`src/rtl/mem_arbiter_pkg.sv`:
```
// Shared types and constants for the two-port memory arbiter.
// Optional atomic lock feature is enabled with MEM_ARB_ATOMIC_EN.
package mem_arbiter_pkg;

  localparam int unsigned XLEN_DEF  = 32;
  localparam logic [2:0]  IF_F3_DEF = 3'b010;

  // One-hot grant encoding: bit 0 instruction side, bit 1 data side
  localparam logic [1:0] GNT_NONE = 2'b00;
  localparam logic [1:0] GNT_I    = 2'b01;
  localparam logic [1:0] GNT_D    = 2'b10;

  typedef enum logic [1:0] {
    ST_IDLE   = 2'b00,
    ST_BUSY_I = 2'b01,
    ST_BUSY_D = 2'b10,
    ST_RESP   = 2'b11
  } arb_state_e;

  function automatic logic is_busy(input arb_state_e s);
    return (s == ST_BUSY_I) || (s == ST_BUSY_D);
  endfunction

endpackage

```
`src/rtl/mem_arb_pick.sv`:
```
// Combinational round-robin pick between instruction and data requests,
// with a lock input that restricts grants to the data side.
module mem_arb_pick
  import mem_arbiter_pkg::*;
(
  input  logic       req_i_i,
  input  logic       req_d_i,
  input  logic       last_data_i,
  input  logic       lock_i,
  output logic [1:0] grant_o
);

  // Lock wins over fairness; a tie goes to the side that did not win last
  always_comb begin
    grant_o = GNT_NONE;
    if (lock_i) begin
      if (req_d_i) begin
        grant_o = GNT_D;
      end else begin
        grant_o = GNT_NONE;
      end
    end else if (req_i_i && req_d_i) begin
      if (last_data_i) begin
        grant_o = GNT_I;
      end else begin
        grant_o = GNT_D;
      end
    end else if (req_i_i) begin
      grant_o = GNT_I;
    end else if (req_d_i) begin
      grant_o = GNT_D;
    end else begin
      grant_o = GNT_NONE;
    end
  end

endmodule

```
`src/rtl/mem_arbiter.sv`:
```
// Serialises I-cache refills and data-memory accesses onto one memory port.
// Define MEM_ARB_ATOMIC_EN to add i_DM_atomic and the data-side bus lock.
module mem_arbiter
  import mem_arbiter_pkg::*;
#(
  parameter int unsigned XLEN          = XLEN_DEF,
  parameter logic [2:0]  IF_F3         = IF_F3_DEF,
  parameter logic        RST_LAST_DATA = 1'b1
) (
  input  logic            i_clk,
  input  logic            i_rst,
  input  logic            i_IC_DataReq,
  input  logic [XLEN-1:0] i_IC_Addr,
  output logic            o_IC_MemReady,
  output logic [XLEN-1:0] o_IC_DataBlock,
  input  logic [XLEN-1:0] i_DM_Addr,
  input  logic [XLEN-1:0] i_DM_Wd,
  input  logic [2:0]      i_DM_f3,
  input  logic            i_DM_Wen,
  input  logic            i_DM_MemRead,
  output logic            o_DM_data_ready,
  output logic [XLEN-1:0] o_DM_ReadData,
`ifdef MEM_ARB_ATOMIC_EN
  input  logic            i_DM_atomic,
`endif
  output logic            o_MEM_req,
  output logic            o_MEM_we,
  output logic [XLEN-1:0] o_MEM_addr,
  output logic [XLEN-1:0] o_MEM_wdata,
  output logic [2:0]      o_MEM_f3,
  input  logic            i_MEM_ready,
  input  logic [XLEN-1:0] i_MEM_rdata
);

  arb_state_e      state_q, state_d;
  logic            last_q, last_d;
  logic            we_q, we_d;
  logic [XLEN-1:0] addr_q, addr_d;
  logic [XLEN-1:0] wdata_q, wdata_d;
  logic [2:0]      f3_q, f3_d;
  logic            side_q, side_d;
  logic [XLEN-1:0] resp_q, resp_d;

  logic            dm_req_s;
  logic            lock_s;
  logic [1:0]      grant_s;
  logic            ic_rdy_s;
  logic            dm_rdy_s;

  assign dm_req_s = i_DM_Wen | i_DM_MemRead;

`ifdef MEM_ARB_ATOMIC_EN
  logic lock_q, lock_d;

  // Lock only blocks refills while the atomic sequence is still flagged
  assign lock_s = lock_q & i_DM_atomic;

  // Lock is set by an atomic data grant and released in IDLE once atomic drops
  always_comb begin
    lock_d = lock_q;
    if (state_q == ST_IDLE) begin
      if ((grant_s == GNT_D) && i_DM_atomic) begin
        lock_d = 1'b1;
      end else if (!i_DM_atomic) begin
        lock_d = 1'b0;
      end else begin
        lock_d = lock_q;
      end
    end else begin
      lock_d = lock_q;
    end
  end

  // Lock register
  always_ff @(posedge i_clk) begin
    if (!i_rst) begin
      lock_q <= 1'b0;
    end else begin
      lock_q <= lock_d;
    end
  end
`else
  assign lock_s = 1'b0;
`endif

  mem_arb_pick u_pick (
    .req_i_i     (i_IC_DataReq),
    .req_d_i     (dm_req_s),
    .last_data_i (last_q),
    .lock_i      (lock_s),
    .grant_o     (grant_s)
  );

  // State and datapath registers
  always_ff @(posedge i_clk) begin
    if (!i_rst) begin
      state_q <= ST_IDLE;
      last_q  <= RST_LAST_DATA;
      we_q    <= 1'b0;
      addr_q  <= {XLEN{1'b0}};
      wdata_q <= {XLEN{1'b0}};
      f3_q    <= 3'b000;
      side_q  <= 1'b0;
      resp_q  <= {XLEN{1'b0}};
    end else begin
      state_q <= state_d;
      last_q  <= last_d;
      we_q    <= we_d;
      addr_q  <= addr_d;
      wdata_q <= wdata_d;
      f3_q    <= f3_d;
      side_q  <= side_d;
      resp_q  <= resp_d;
    end
  end

  // Next-state and capture logic; memory regs only change on a grant
  always_comb begin
    state_d = state_q;
    last_d  = last_q;
    we_d    = we_q;
    addr_d  = addr_q;
    wdata_d = wdata_q;
    f3_d    = f3_q;
    side_d  = side_q;
    resp_d  = resp_q;
    case (state_q)
      ST_IDLE: begin
        if (grant_s == GNT_I) begin
          state_d = ST_BUSY_I;
          last_d  = 1'b0;
          we_d    = 1'b0;
          addr_d  = i_IC_Addr;
          wdata_d = {XLEN{1'b0}};
          f3_d    = IF_F3;
        end else if (grant_s == GNT_D) begin
          state_d = ST_BUSY_D;
          last_d  = 1'b1;
          we_d    = i_DM_Wen;
          addr_d  = i_DM_Addr;
          wdata_d = i_DM_Wd;
          f3_d    = i_DM_f3;
        end else begin
          state_d = ST_IDLE;
        end
      end
      ST_BUSY_I, ST_BUSY_D: begin
        if (i_MEM_ready) begin
          resp_d  = i_MEM_rdata;
          side_d  = (state_q == ST_BUSY_D);
          state_d = ST_RESP;
        end else begin
          state_d = state_q;
        end
      end
      ST_RESP: begin
        state_d = ST_IDLE;
      end
      default: begin
        state_d = ST_IDLE;
      end
    endcase
  end

  // Moore output decode from registered state
  always_comb begin
    o_MEM_req = is_busy(state_q);
    ic_rdy_s  = 1'b0;
    dm_rdy_s  = 1'b0;
    case (state_q)
      ST_RESP: begin
        if (side_q) begin
          dm_rdy_s = 1'b1;
        end else begin
          ic_rdy_s = 1'b1;
        end
      end
      default: begin
        ic_rdy_s = 1'b0;
        dm_rdy_s = 1'b0;
      end
    endcase
  end

  assign o_MEM_we        = we_q;
  assign o_MEM_addr      = addr_q;
  assign o_MEM_wdata     = wdata_q;
  assign o_MEM_f3        = f3_q;
  assign o_IC_MemReady   = ic_rdy_s;
  assign o_DM_data_ready = dm_rdy_s;
  assign o_IC_DataBlock  = ic_rdy_s ? resp_q : {XLEN{1'b0}};
  assign o_DM_ReadData   = dm_rdy_s ? resp_q : {XLEN{1'b0}};

endmodule
```
`config.mk`:
```
export PLATFORM = sky130hd
export DESIGN_NAME = mem_arbiter
export DESIGN_NICKNAME = d
export VERILOG_FILES = /design/src/rtl/mem_arbiter_pkg.sv /design/src/rtl/mem_arb_pick.sv /design/src/rtl/mem_arbiter.sv
export SDC_FILE = /design/constraint.sdc
export NUM_CORES = 1
export LEC_CHECK = 0
export CORE_MARGIN = 5
export CORE_UTILIZATION = 30
export CTS_BUF_LIST = sky130_fd_sc_hd__clkbuf_4
export DETAILED_ROUTE_END_ITERATION = 12
export GPL_ROUTABILITY_DRIVEN = 1
export HOLD_SLACK_MARGIN = 0.05
export PLACE_DENSITY = 0.66
export SYNTH_ARGS = -nofsm -noshare
export SYNTH_HDL_FRONTEND = slang
export SYNTH_SLANG_ARGS = --single-unit
```
`constraint.sdc`:
```
create_clock -name i_clk -period 5.25 [get_ports i_clk]
set_input_delay 1.05 -clock i_clk [delete_from_list [all_inputs] [get_ports i_clk]]
set_output_delay 1.05 -clock i_clk [all_outputs]
set_load 0.02 [all_outputs]
```
# ---- Yosys cells after proc, flatten, opt, wreduce, memory -nomap -nowiden
# Cells that the tools add are included.
dict set report word_totals {
  latch_bits 0
  mem_bits_rw 0
  memories 0
  inputBits 137
  register_bits 104
  word_cells 46
  romBits 0
  output_inout_bits 135
}
dict set report op_classes {
  n_mul 0
  reduce_logical 7
  bitwise_logic 1
  addsub 0
  order_cmp 0
  eq_ne 6
  div_mod_pow 0
  shifts 0
  n_mux 24
}
# cell count
set op_table {}
lappend op_table {{32-bit 2-to-1 mux} 6}
lappend op_table {{2-bit 2-to-1 mux} 7}
lappend op_table {{1-bit 2-to-1 mux} 8}
lappend op_table {{2-bit equality test, second input constant} 3}
lappend op_table {{3-bit 2-to-1 mux} 2}
lappend op_table {{2-bit one-hot mux with 3 select lines} 1}
lappend op_table {{2-bit by 1-bit equality test with 1-bit output, second input constant} 2}
lappend op_table {{2-bit AND reduction} 2}
lappend op_table {{2-bit logical NOT} 1}
lappend op_table {{2-bit inequality test, second input constant} 1}
lappend op_table {{2-bit nonzero test} 1}
lappend op_table {{2-bit OR reduction} 1}
lappend op_table {{1-bit logical AND} 1}
lappend op_table {{1-bit logical OR} 1}
lappend op_table {{1-bit bitwise OR} 1}

# ---- Longest topological paths before layout
dict set report depth {
  ltp_word 8
  mapped_depth 9
  ltp_nobuf 7
}

# ---- Hierarchy
# A second synthesis with hierarchy kept.
dict set report hier_totals {
  cells_unflattened 555
  area_unflattened_um2 4749.6
}
# mod n_inst seq_area_each_um2 cells_per_inst area_each_um2
set modules_own_cells {}
lappend modules_own_cells {mem_arbiter 1 2082.0 551 4725.8}
lappend modules_own_cells {mem_arb_pick 1 0.0 4 23.8}

# ---- Least setup slack after synthesis
# Ideal clock, no wire load.
dict set report synth_timing {
  path_kind {input-to-reg}
  from {input port i_DM_MemRead}
  to {register addr_q[10] (netlist: o_MEM_addr[10])}
  n_path_buf 2
  arrival_ns 2.384
  t_required_ns 5.128
  setup_time_ns 0.122
  setup_slack_ns 2.745
  path_stages 7
  path_cell_list {o21ai_0 and2_1 ha_1 buf_2 buf_2 mux2i_1 a21oi_1}
}
dict set report synth_between {
  elab_chain_cells 7
  word_cells_on_any_way 10
  cone_classes {eq/ne (2); mux (4); bitwise (1); reduce/logical (3)}
}
# element line_no
set synth_lines {}
lappend synth_lines {{start: declaration} mem_arbiter.sv:20} ;# input logic i_DM_MemRead,
lappend synth_lines {{1-bit bitwise OR (*)} mem_arbiter.sv:50} ;# assign dm_req_s = i_DM_Wen | i_DM_MemRead;
lappend synth_lines {{2-bit 2-to-1 mux} mem_arb_pick.sv:30} ;# end else if (req_d_i) begin
lappend synth_lines {{2-bit 2-to-1 mux} mem_arb_pick.sv:28} ;# end else if (req_i_i) begin
lappend synth_lines {{2-bit 2-to-1 mux (*)} mem_arb_pick.sv:22} ;# end else if (req_i_i && req_d_i) begin
lappend synth_lines {{2-bit by 1-bit equality test with 1-bit output / 2-bit equality test (equally long branches)} {mem_arbiter.sv:129, mem_arbiter.sv:136}}
lappend synth_lines {{2-bit nonzero test (no source line)} -}
lappend synth_lines {{2-bit AND reduction (no source line)} -}
lappend synth_lines {{end signal: assignment} mem_arbiter.sv:100} ;# addr_q <= {XLEN{1'b0}};
lappend synth_lines {{end signal: assignment} mem_arbiter.sv:109} ;# addr_q <= addr_d;
lappend synth_lines {{end: declaration} mem_arbiter.sv:38} ;# logic [XLEN-1:0] addr_q, addr_d;
# Every way passes the cells marked *; elsewhere a longest branch is shown, timed or not.
# A chain may end at the register's enable or synchronous reset.

# ---- Worst setup path in the final report
dict set report layout_timing {
  from {register state_q[1]}
  to {output port o_IC_DataBlock[21]}
}
dict set report layout_between {
  elab_chain_cells 3
}
# element line_no
set layout_lines {}
lappend layout_lines {{start: declaration} mem_arbiter.sv:35} ;# arb_state_e state_q, state_d;
lappend layout_lines {{start signal: assignment} mem_arbiter.sv:106} ;# state_q <= state_d;
lappend layout_lines {{2-bit equality test} mem_arbiter.sv:170} ;# case (state_q)
lappend layout_lines {{1-bit 2-to-1 mux} mem_arbiter.sv:170}
lappend layout_lines {{32-bit 2-to-1 mux} mem_arbiter.sv:191} ;# assign o_IC_DataBlock = ic_rdy_s ? resp_q : {XLEN{1'b0}};
lappend layout_lines {{end: declaration} mem_arbiter.sv:15} ;# output logic [XLEN-1:0] o_IC_DataBlock,
# No other way between the ends.

==> out/qor.yml <==
status: "finished clean"
tightest_slew_ns: 1.22
die_w_um: 136
start_util: 0.302
place_area_mm2: 0.00754
n_antenna_cell: 0
fin_nets: 934
clock.fmax_mhz: 252
drtIter0Drc: 135
clk_transition_reported_paths_ns: 0.16
hold_viol_final: 0
syn2layout_area_growth_pct: 63.0
die-area_mm2: 0.0184
io_buffers: 271
synth_nets: 697
synth.cell_area_mm2: 0.00474
cts-root-buf: "clkbuf_4"
finalCritPeriodShare: 0.757
design_area_mm2: 0.00773
cts_buffer_depth: 2
synth_cell_types: 23
insertion_delay_ns: 0.45
max_stage_delay_ns: 0.74
hpwl_um: 11700
grt_pass1_vias: 4734
yosys_warnings: 0
setup_violations: 0
synth_cells: 553
worstHoldPathType: "reg -> reg"
cp-start-kind: "flop"
antenna_found_initial: 0
drive_gt1_frac: 0.0314
worstPathArrival_ns: 2.92
required_ns: 4.20
grt_max_degree: 105
synth-seq-cells: 104
grt_usage: 0.165
maxCapViolations: 0
htreeDepth: 3
routabilityCongestion: 0.819
numCtsBuffers: 9
fp-row-count: 46
postCtsHoldBufs: 0
fin_setup_tns_ns: 0
cts_tree: "yes"
cp_max_fo: 34
ctsResizeCount: 0
slew_viol_final: 0
die_y_um: 136
crit_path_cell_trace: "ha_1 -> buf_4 -> and2b_1 -> and2_1 -> clkdlybuf4s50_1"
cts.sinks: 104
utilization: 0.492
ir_worst_vdd_v: 0.000220
cp_slowest_cell: "and2b_1"
postRouteAntennaNets: 0
viasPerCell: 4.68
core-area_mm2: 0.0157
setup_slack_ns: 1.28
pre_cts_ws_ns: 1.56
cts_setup_buffers: 0
leakage_nw: 2.87
rsz0062_at_grt: "false"
fin_skew_ns: 0.0167
grt_overflow: 0
num_vias: 4727
firstDrtPassIters: 4
crit_path_end_kind: "output pin"
worst-setup-path-type: "reg -> out"
finalCriticalPeriod_ns: 3.97
post-route-drc-count: 0
syn_area_per_cell_um2: 8.58
num_io_pins: 272
power_density_mw_per_mm2: 399
grt_pass1_wl_um: 24200
post_drt_wl_per_cell_um: 15.6
relSlewSlack: 0.185
routed_wl_um: 15800
seq_area_frac_synth: 0.439
## final cells by class
class                           count  area, um2
Timing Repair Buffer              276       2760
Clock inverter                      7        120
Multi-Input combinational cell    396       2420
Fill cell                        1482       7980
Tap cell                          216        270
Inverter                            3       11.3
Sequential cell                   104       2080
Clock buffer                        9       67.6
## synth_stat cells
| library cell | instances | area (um2) |
|---|---|---|
| nand3b_1 | 35 | 263 |
| nor2_1 | 3 | 11.3 |
| buf_1 | 1 | 3.75 |
| dfxtp_1 | 104 | 2080 |
| and2_1 | 35 | 219 |
| a21oi_1 | 34 | 170 |
| clkbuf_1 | 24 | 90.1 |
| and3_1 | 32 | 200 |
| nand2_1 | 106 | 398 |
| nor3b_1 | 1 | 7.51 |
| o211ai_1 | 1 | 7.51 |
| buf_2 | 17 | 85.1 |
| inv_1 | 3 | 11.3 |
| nand2b_1 | 2 | 12.5 |
| nor2b_1 | 1 | 6.26 |
| mux2i_1 | 32 | 320 |
| a21boi_0 | 24 | 180 |
| ha_1 | 7 | 87.6 |
| and2b_1 | 1 | 7.51 |
| buf_4 | 8 | 60.1 |
| o21ai_0 | 35 | 175 |
| nor3_1 | 3 | 15.0 |
| a21boi_1 | 44 | 330 |
## routing by layer
metal  wire, um  vias up  GRT usage
met5          0        -          0
met2       7810      197      0.293
li1           -     2342          -
met1       6120     2169      0.179
met3       1590       19     0.0617
met4        263        0     0.0588
## report_power, final
part           internal (W)  total [W]  switching [W]
sequential          0.00102    0.00116       0.000133
clock              0.000242   0.000516       0.000274
combinational      0.000616    0.00142       0.000800
total               0.00188    0.00309        0.00121
## critical path, delay by kind of cell (launching register included)
kind | cells | cell delay [ns]
and+or+nand+nor | 2 | 1.00
buffers and inverters | 2 | 0.88
DFF | 1 | 0.41
adders and majority gates | 1 | 0.16
## worst paths after layout
path	to	cells after the start	slack, ns	from
worst max-delay path	o_IC_DataBlock[21]	5	1.28	state_q[1]
worst max register to register	o_MEM_addr[16]	7	2.93	last_q
worst min register to register	o_MEM_wdata[6]	2	0.46	o_MEM_wdata[6]
worst min-delay path	o_MEM_wdata[6]	2	0.46	o_MEM_wdata[6]
## per-stage QoR
step | hold slack (ns) | total power (W) | cells
after floorplan | 0.439 | 0.00198 | 553
after global placement | 0.437 | 0.00257 | 995
after detailed placement | 0.442 | 0.00260 | 995
after CTS | 0.462 | 0.00314 | 1011
after global routing | 0.476 | 0.00330 | 1011
final | 0.457 | 0.00309 | 1011
## cell usage in the layout, fill, tap and decap left out, types with 2 or more instances in the layout
master and instances:
dfxtp_1 104, nand2_1 106, a21boi_0 24, clkinv_4 2, nand3b_1 35, clkbuf_4 9
and3_1 32, mux2i_1 32, nor3_1 3, a21oi_1 34, buf_4 4, a21boi_1 44
nor2_1 3, o21ai_0 35, clkdlybuf4s50_1 270, inv_1 3, ha_1 6, and2_1 35
bufinv_16 3
## flip-flops by register name (all words and copies together), names as in the netlist
signal       flops
o_MEM_addr      32
o_MEM_we         1
resp_q          32
side_q           1
state_q          2
o_MEM_wdata     32
o_MEM_f3         3
last_q           1
## cell families (layout without fill, tap and decap cells)
family / Yosys count / in the layout / share of synthesized area
muxes: 32 / 32 / 0.0675
AOI/OAI and AO/OA: 138 / 138 / 0.182
buffers and inverters: 53 / 295 / 0.0528
DFF: 104 / 104 / 0.439
adders and majority gates: 7 / 7 / 0.0185
and+or+nand+nor: 219 / 219 / 0.240
Power figures use the tool's default switching activity.
